==> src/rtl/vga_timing_pkg.sv <==
// Shared raster constants for the 640x480@60 VGA path: timing, the colour
// driver's cell grid and the default sync polarity.
package vga_timing_pkg;

  localparam int CNT_W = 10;

  localparam int H_ACTIVE_DEF = 640;
  localparam int H_FP_DEF     = 16;
  localparam int H_SYNC_DEF   = 96;
  localparam int H_BP_DEF     = 48;
  localparam int H_TOTAL      = H_ACTIVE_DEF + H_FP_DEF + H_SYNC_DEF + H_BP_DEF;

  localparam int V_ACTIVE_DEF = 480;
  localparam int V_FP_DEF     = 10;
  localparam int V_SYNC_DEF   = 2;
  localparam int V_BP_DEF     = 33;
  localparam int V_TOTAL      = V_ACTIVE_DEF + V_FP_DEF + V_SYNC_DEF + V_BP_DEF;

  localparam int CELL_ROW_PERIOD  = 48;
  localparam int CELL_LINE_PERIOD = 64;

  localparam logic SYNC_POL_DEF = 1'b0;

  // Inclusive window test on full-width counts; never wraps.
  function automatic logic in_window(input logic [CNT_W-1:0] cnt,
                                     input logic [CNT_W-1:0] first,
                                     input logic [CNT_W-1:0] last);
    return (cnt >= first) && (cnt <= last);
  endfunction

endpackage

==> src/rtl/pixel_tick_div.sv <==
// Divides clk_in down to the pixel rate as a one-cycle clock-enable.
module pixel_tick_div #(
  parameter int CLK_DIV = 4
) (
  input  logic clk_in,
  input  logic reset,
  output logic tick
);

  localparam int DW = (CLK_DIV > 1) ? $clog2(CLK_DIV) : 1;
  localparam logic [DW-1:0] DIV_LAST = DW'(CLK_DIV - 1);

  logic [DW-1:0] div_cnt_q;

  // NOTE: sequential state uses non-blocking assignments so every register
  // samples pre-edge values regardless of block ordering.
  always_ff @(posedge clk_in) begin
    if (reset) begin
      div_cnt_q <= '0;
    end else if (div_cnt_q >= DIV_LAST) begin
      div_cnt_q <= '0;
    end else begin
      div_cnt_q <= div_cnt_q + 1'b1;
    end
  end

  assign tick = (div_cnt_q == DIV_LAST);

endmodule

==> src/rtl/vga_timing_gen.sv <==
// Raster timing source: pixel coordinates, active-video enable, and sync
// pulses delayed to align with the colour driver's registered output.
module vga_timing_gen
  import vga_timing_pkg::*;
#(
  parameter int   CLK_DIV    = 4,
  parameter int   H_ACTIVE   = H_ACTIVE_DEF,
  parameter int   H_FP       = H_FP_DEF,
  parameter int   H_SYNC     = H_SYNC_DEF,
  parameter int   H_BP       = H_BP_DEF,
  parameter int   V_ACTIVE   = V_ACTIVE_DEF,
  parameter int   V_FP       = V_FP_DEF,
  parameter int   V_SYNC     = V_SYNC_DEF,
  parameter int   V_BP       = V_BP_DEF,
  parameter logic SYNC_POL   = SYNC_POL_DEF,
  parameter int   SYNC_DELAY = 1
) (
  input  logic             clk_in,
  input  logic             reset,
  output logic [CNT_W-1:0] current_row,
  output logic [CNT_W-1:0] current_line,
  output logic             enable,
  output logic             hsync,
  output logic             vsync,
  output logic             pix_tick,
  output logic             line_start,
  output logic             frame_start
);

  localparam int H_TOT = H_ACTIVE + H_FP + H_SYNC + H_BP;
  localparam int V_TOT = V_ACTIVE + V_FP + V_SYNC + V_BP;

  localparam logic [CNT_W-1:0] H_LAST   = CNT_W'(H_TOT - 1);
  localparam logic [CNT_W-1:0] V_LAST   = CNT_W'(V_TOT - 1);
  localparam logic [CNT_W-1:0] H_ACT    = CNT_W'(H_ACTIVE);
  localparam logic [CNT_W-1:0] V_ACT    = CNT_W'(V_ACTIVE);
  localparam logic [CNT_W-1:0] HS_FIRST = CNT_W'(H_ACTIVE + H_FP);
  localparam logic [CNT_W-1:0] HS_LAST  = CNT_W'(H_ACTIVE + H_FP + H_SYNC - 1);
  localparam logic [CNT_W-1:0] VS_FIRST = CNT_W'(V_ACTIVE + V_FP);
  localparam logic [CNT_W-1:0] VS_LAST  = CNT_W'(V_ACTIVE + V_FP + V_SYNC - 1);

  logic             tick;
  logic [CNT_W-1:0] row_q, line_q;
  logic [CNT_W-1:0] row_d, line_d;
  logic             enable_q, pix_tick_q, line_start_q, frame_start_q;
  logic             hsync_raw_q, vsync_raw_q;

  pixel_tick_div #(
    .CLK_DIV (CLK_DIV)
  ) u_tick_div (
    .clk_in (clk_in),
    .reset  (reset),
    .tick   (tick)
  );

  // Out-of-range counts (e.g. upset) take the wrap path and clear to 0.
  // NOTE: every always_comb output gets a default first so no path can
  // leave it unassigned and infer a latch.
  always_comb begin
    row_d  = row_q + 1'b1;
    line_d = line_q;
    if (row_q >= H_LAST) begin
      row_d  = '0;
      line_d = (line_q >= V_LAST) ? '0 : line_q + 1'b1;
    end else if (line_q > V_LAST) begin
      line_d = '0;
    end
  end

  // Enable and raw syncs decode the next coordinates so they load in the
  // same register stage as the counters and are never skewed from them.
  always_ff @(posedge clk_in) begin
    if (reset) begin
      row_q         <= '0;
      line_q        <= '0;
      enable_q      <= 1'b0;
      pix_tick_q    <= 1'b0;
      line_start_q  <= 1'b0;
      frame_start_q <= 1'b0;
      hsync_raw_q   <= ~SYNC_POL;
      vsync_raw_q   <= ~SYNC_POL;
    end else begin
      pix_tick_q    <= tick;
      line_start_q  <= tick && (row_d == '0);
      frame_start_q <= tick && (row_d == '0) && (line_d == '0);
      if (tick) begin
        row_q       <= row_d;
        line_q      <= line_d;
        enable_q    <= (row_d < H_ACT) && (line_d < V_ACT);
        hsync_raw_q <= in_window(row_d, HS_FIRST, HS_LAST) ? SYNC_POL : ~SYNC_POL;
        vsync_raw_q <= in_window(line_d, VS_FIRST, VS_LAST) ? SYNC_POL : ~SYNC_POL;
      end
    end
  end

  generate
    if (SYNC_DELAY == 0) begin : g_no_dly
      assign hsync = hsync_raw_q;
      assign vsync = vsync_raw_q;
    end else begin : g_dly
      logic [SYNC_DELAY-1:0] hs_dly_q, vs_dly_q;

      // NOTE: the delay stages are reset to the idle level so the connector
      // never sees a spurious sync pulse while the pipe refills.
      always_ff @(posedge clk_in) begin
        if (reset) begin
          hs_dly_q <= {SYNC_DELAY{~SYNC_POL}};
          vs_dly_q <= {SYNC_DELAY{~SYNC_POL}};
        end else begin
          hs_dly_q <= SYNC_DELAY'({hs_dly_q, hsync_raw_q});
          vs_dly_q <= SYNC_DELAY'({vs_dly_q, vsync_raw_q});
        end
      end

      assign hsync = hs_dly_q[SYNC_DELAY-1];
      assign vsync = vs_dly_q[SYNC_DELAY-1];
    end
  endgenerate

  assign current_row  = row_q;
  assign current_line = line_q;
  assign enable       = enable_q;
  assign pix_tick     = pix_tick_q;
  assign line_start   = line_start_q;
  assign frame_start  = frame_start_q;

endmodule

==> config.mk <==
export PLATFORM = sky130hd
export DESIGN_NAME = vga_timing_gen
export DESIGN_NICKNAME = d
export VERILOG_FILES = /design/src/rtl/vga_timing_pkg.sv /design/src/rtl/pixel_tick_div.sv /design/src/rtl/vga_timing_gen.sv
export SDC_FILE = /design/constraint.sdc
export NUM_CORES = 1
export LEC_CHECK = 0
export BUFFER_PORTS_ARGS = -buffer_cell sky130_fd_sc_hd__buf_2
export CAP_MARGIN = 20
export CORE_UTILIZATION = 45
export CTS_CLUSTER_SIZE = 12
export DETAILED_ROUTE_END_ITERATION = 16
export HOLD_SLACK_MARGIN = 0.15
export SLEW_MARGIN = 30
export SYNTH_ARGS = -nofsm -noshare
export SYNTH_HDL_FRONTEND = slang
export SYNTH_SLANG_ARGS = --single-unit
==> constraint.sdc <==
create_clock -name clk_in -period 3.95 [get_ports clk_in]
set_input_delay 0.1975 -clock clk_in [delete_from_list [all_inputs] [get_ports clk_in]]
set_output_delay 0.1975 -clock clk_in [all_outputs]
set_load 0.02 [all_outputs]
==> impl_metrics.py <==
metrics = {
    "outcome": {
        "outcome": "completed",
    },
    "timing": {
        "min_period_over_period_pct": 66.8,
        "rsz_0062_raised_after_global_routing": "false",
        "worst_slack_ns": 1.31,
        "tns_ns": 0,
        "worst-slew-pin-transition_ns": 0.537,
        "report.final.hold_viol_count": 0,
        "fin_crit_ns": 2.64,
        "final.setup_skew_ns": 0.00574,
        "slew_viol_final": 0,
        "whs_ns": 0.366,
        "worst_slew_margin_rel_pct": 64.1,
        "setup_viol_count_final": 0,
        "maxClockFrequency_ghz": 0.379,
    },
    "synthesis": {
        "syn_area_per_cell_um2": 7.61,
        "fraction_of_synthesized_cell_area_in_xor_and_xnor_cells_pct": 1.30,
        "ys.flop_type": "sky130_fd_sc_hd__dfxtp_1",
        "yosys-top-cells-area": "sky130_fd_sc_hd__dfxtp_1 (30%), sky130_fd_sc_hd__a21oi_1 (5.7%), sky130_fd_sc_hd__nand2_1 (5.0%)",
        "syn_area_mm2": 0.00202,
        "post_synth_and_or_nand_nor_area_fraction_pct": 28.7,
        "ys_async_sr_fraction_pct": 0,
        "ys_warn_count": 0,
        "synthDominantAreaCellType": "sky130_fd_sc_hd__dfxtp_1",
        "largest_family_of_logic_cells_by_synthesized_area": "simple AND/OR/NAND/NOR gates",
        "synthDistinctLibCells": 56,
        "synth.net_count": 272,
        "ys_seq_area_share_pct": 29.7,
        "yosys.area_share.adder_pct": 2.47,
        "synth-edff-count": 0,
        "post_synth_mux_area_share_pct": 4.08,
        "synth_compound_area_share_pct": 26.1,
        "synthCells": 266,
        "synth.top_cell.area_share_pct": 29.7,
        "yosys_register_bits": 30,
    },
    "cts": {
        "post-cts-setup-buffer-count": 0,
        "clock_insertion_delay_worst_skew_ns": 0.28,
        "cts_tree": "done",
        "path_clk_slew_ns": 0.07,
        "clock_sink_count": 30,
        "cts_root_buffer": "sky130_fd_sc_hd__clkbuf_8",
        "cts_buffers": 5,
        "cts-hold-fix-buffers": 0,
        "clock_tree.buffer_depth": 2,
        "cts_repair_resize_count": 0,
        "cts_max_level": 2,
    },
    "power": {
        "p_sw_uw": 157,
        "clockPowerShare_pct": 52.8,
        "seq_power_share_pct": 42.0,
        "power_frac_comb_pct": 5.1,
        "power.ir.vdd_worst_mv": 0.125,
        "power_per_standard_cell_area_mw_per_mm2": 332,
        "power.internal_uw": 591,
        "leakage_nw": 0.838,
        "power_switching_share_pct": 21.0,
    },
    "cells_and_area": {
        "layout-drive-gt1-share_pct": 17.0,
        "insertedDiodeCount": 0,
        "multiInputGateArea_mm2": 0.00127,
        "ff_latch_area_um2": 601,
        "layoutNonFillerInstCount": 329,
        "layout.cells.most_common": "sky130_fd_sc_hd__dfxtp_1",
        "syn2layout_area_growth_pct": 11.1,
        "final_net_count": 282,
        "most-common-layout-cells": "sky130_fd_sc_hd__dfxtp_1 (30), sky130_fd_sc_hd__nand2_1 (27), sky130_fd_sc_hd__nor2_1 (27), sky130_fd_sc_hd__buf_2 (27), sky130_fd_sc_hd__a21oi_1 (23)",
        "fillers": 431,
    },
    "placement": {
        "place.detailed.instances": 321,
        "numPortBuffers": 27,
        "placement.setup.worst_slack_ns": 1.35,
        "globalplace.congestion": 0.848,
        "post-dp-hpwl_um": 3480,
    },
    "drt": {
        "ant_nets": 0,
        "detailroute.via_count": 1929,
        "drc": 0,
        "avgRoutedWirePerCell_um": 15.4,
        "wirelength_um": 5080,
        "detailedRoute.firstPassIterationCount": 4,
        "avgViaCountPerCell": 5.86,
        "drt_iter0_markers": 115,
    },
    "worst_setup_path": {
        "r2r.worst_path.cells": 7,
        "timing.rr.end": "frame_start",
        "worst-path-max-fanout": 10,
        "worst-endpoint-arrival_ns": 2.84,
        "critical_path_class": "reg -> reg",
        "critical_path.endpoint_type": "flop",
        "worstSetupStartpointType": "flop",
        "register_to_register_path_setup_slack_ns": 1.31,
        "worst_reg2reg_path_startpoint": "current_row[1]",
        "cp_data_required_time_ns": 4.15,
    },
    "global_routing": {
        "grtUsageTotal_pct": 22.1,
        "grt_start_max_net_pins": 28,
        "globalRoute.totalOverflow": 0,
        "initial_antenna_violation_count": 0,
        "via_count_of_the_first_global_routing_pass": 1752,
        "first_pass_grt_wire_length_um": 8580,
    },
    "floorplanning": {
        "rows": 24,
        "initial_utilization_pct": 46.8,
        "floorplan.core_area_mm2": 0.00432,
        "i_o_pins": 28,
        "die_x_um": 69.1,
        "die_h_um": 69.1,
        "dieArea_mm2": 0.00477,
    },
    "flow_run": {
        "max_cap_violations": 0,
    },
    "hold_path": {
        "timing.hold.worst_path_depth": 2,
        "hp-start": "reset",
        "holdPathEnd": "current_line[4]",
        "hold_path.class": "in -> reg",
    },
}
==> sequential cells by signal (all words and copies together) (netlist names) <==
register / flops
vsync_raw_q: 1
vsync: 1
hsync_raw_q: 1
pix_tick: 1
current_line: 10
current_row: 10
u_tick_div.div_cnt_q: 2
line_start: 1
enable: 1
frame_start: 1
hsync: 1
==> per-stage QoR <==
stage	util, %	power, mW	instance area, µm²
floorplan	-	0.348	2020
global placement	48.7	0.359	2110
detailed placement	48.7	0.360	2110
CTS	52.0	0.759	2250
global route	52.0	0.775	2250
finish	52.0	0.747	2250
==> metal layers <==
metal  track usage [%]  vias to the layer above  wire, µm
met1              29.1                      881      2320
met4              7.71                        0        40
met2              36.1                       50      2440
li1                  -                      992         -
met3              4.09                        6       274
met5                 0                        -         0
==> critical path, cell delays in order (launching register included) <==
cell	delay (ns)
sky130_fd_sc_hd__dfxtp_1	0.47
sky130_fd_sc_hd__ha_1	0.33
sky130_fd_sc_hd__and4_1	0.48
sky130_fd_sc_hd__o41ai_4	0.14
sky130_fd_sc_hd__or3_1	0.34
sky130_fd_sc_hd__a211o_1	0.27
sky130_fd_sc_hd__a221o_1	0.33
sky130_fd_sc_hd__nor4b_2	0.19
==> worst max path at each step <==
| stage | slack [ns] | cells past startpoint | endpoint | start |
|---|---|---|---|---|
| 2_1_floorplan | 1.52 | 8 | frame_start | current_row[1] |
| 3_3_place_gp | 1.42 | 7 | frame_start | current_row[0] |
| 3_5_place_dp | 1.35 | 7 | frame_start | current_row[0] |
| 4_1_cts | 1.33 | 7 | frame_start | current_row[1] |
| 5_1_grt | 1.17 | 7 | frame_start | current_row[1] |
| 6_report | 1.31 | 7 | frame_start | current_row[1] |
==> power by group through the flow <==
stage / clock, mW / sequential [mW] / combinational, mW
2_1_floorplan: 0 / 0.324 / 0.0236
3_3_place_gp: 0 / 0.321 / 0.0384
3_5_place_dp: 0 / 0.321 / 0.0387
4_1_cts: 0.406 / 0.314 / 0.0389
5_1_grt: 0.418 / 0.315 / 0.0420
6_report: 0.395 / 0.314 / 0.0382
==> synth_stat cells, drive strengths merged (4+ instances only) <==
cell	count
dfxtp	30
nand2	28
nor2	27
a21oi	23
clkbuf	13
o21ai	13
buf	12
nand3	11
a31oi	9
nor3	9
and2	8
inv	8
mux2i	6
nand4	6
o31ai	5
a22oi	4
and3	4
ha	4
or4	4
==> area by class of cell <==
class	count	share of cell area, %
multi-input combinational	203	56.4
sequential	30	26.7
timing repair buffer	28	6.34
clock buffer	6	3.67
tap	52	2.89
clock inverter	2	2.67
inverter	8	1.33
==> kinds of logic (layout without fill, tap and decap cells) <==
family                     count (synthesis)  after routing
AOI/OAI and AO/OA                         75             75
xor gates and xnor gates                   3              3
adders and majority gates                  4              4
buffers and inverters                     33             44
DFF                                       30             30
muxes                                      8              8
and+or+nand+nor                          113            113
(Power assumes the default switching activity.)
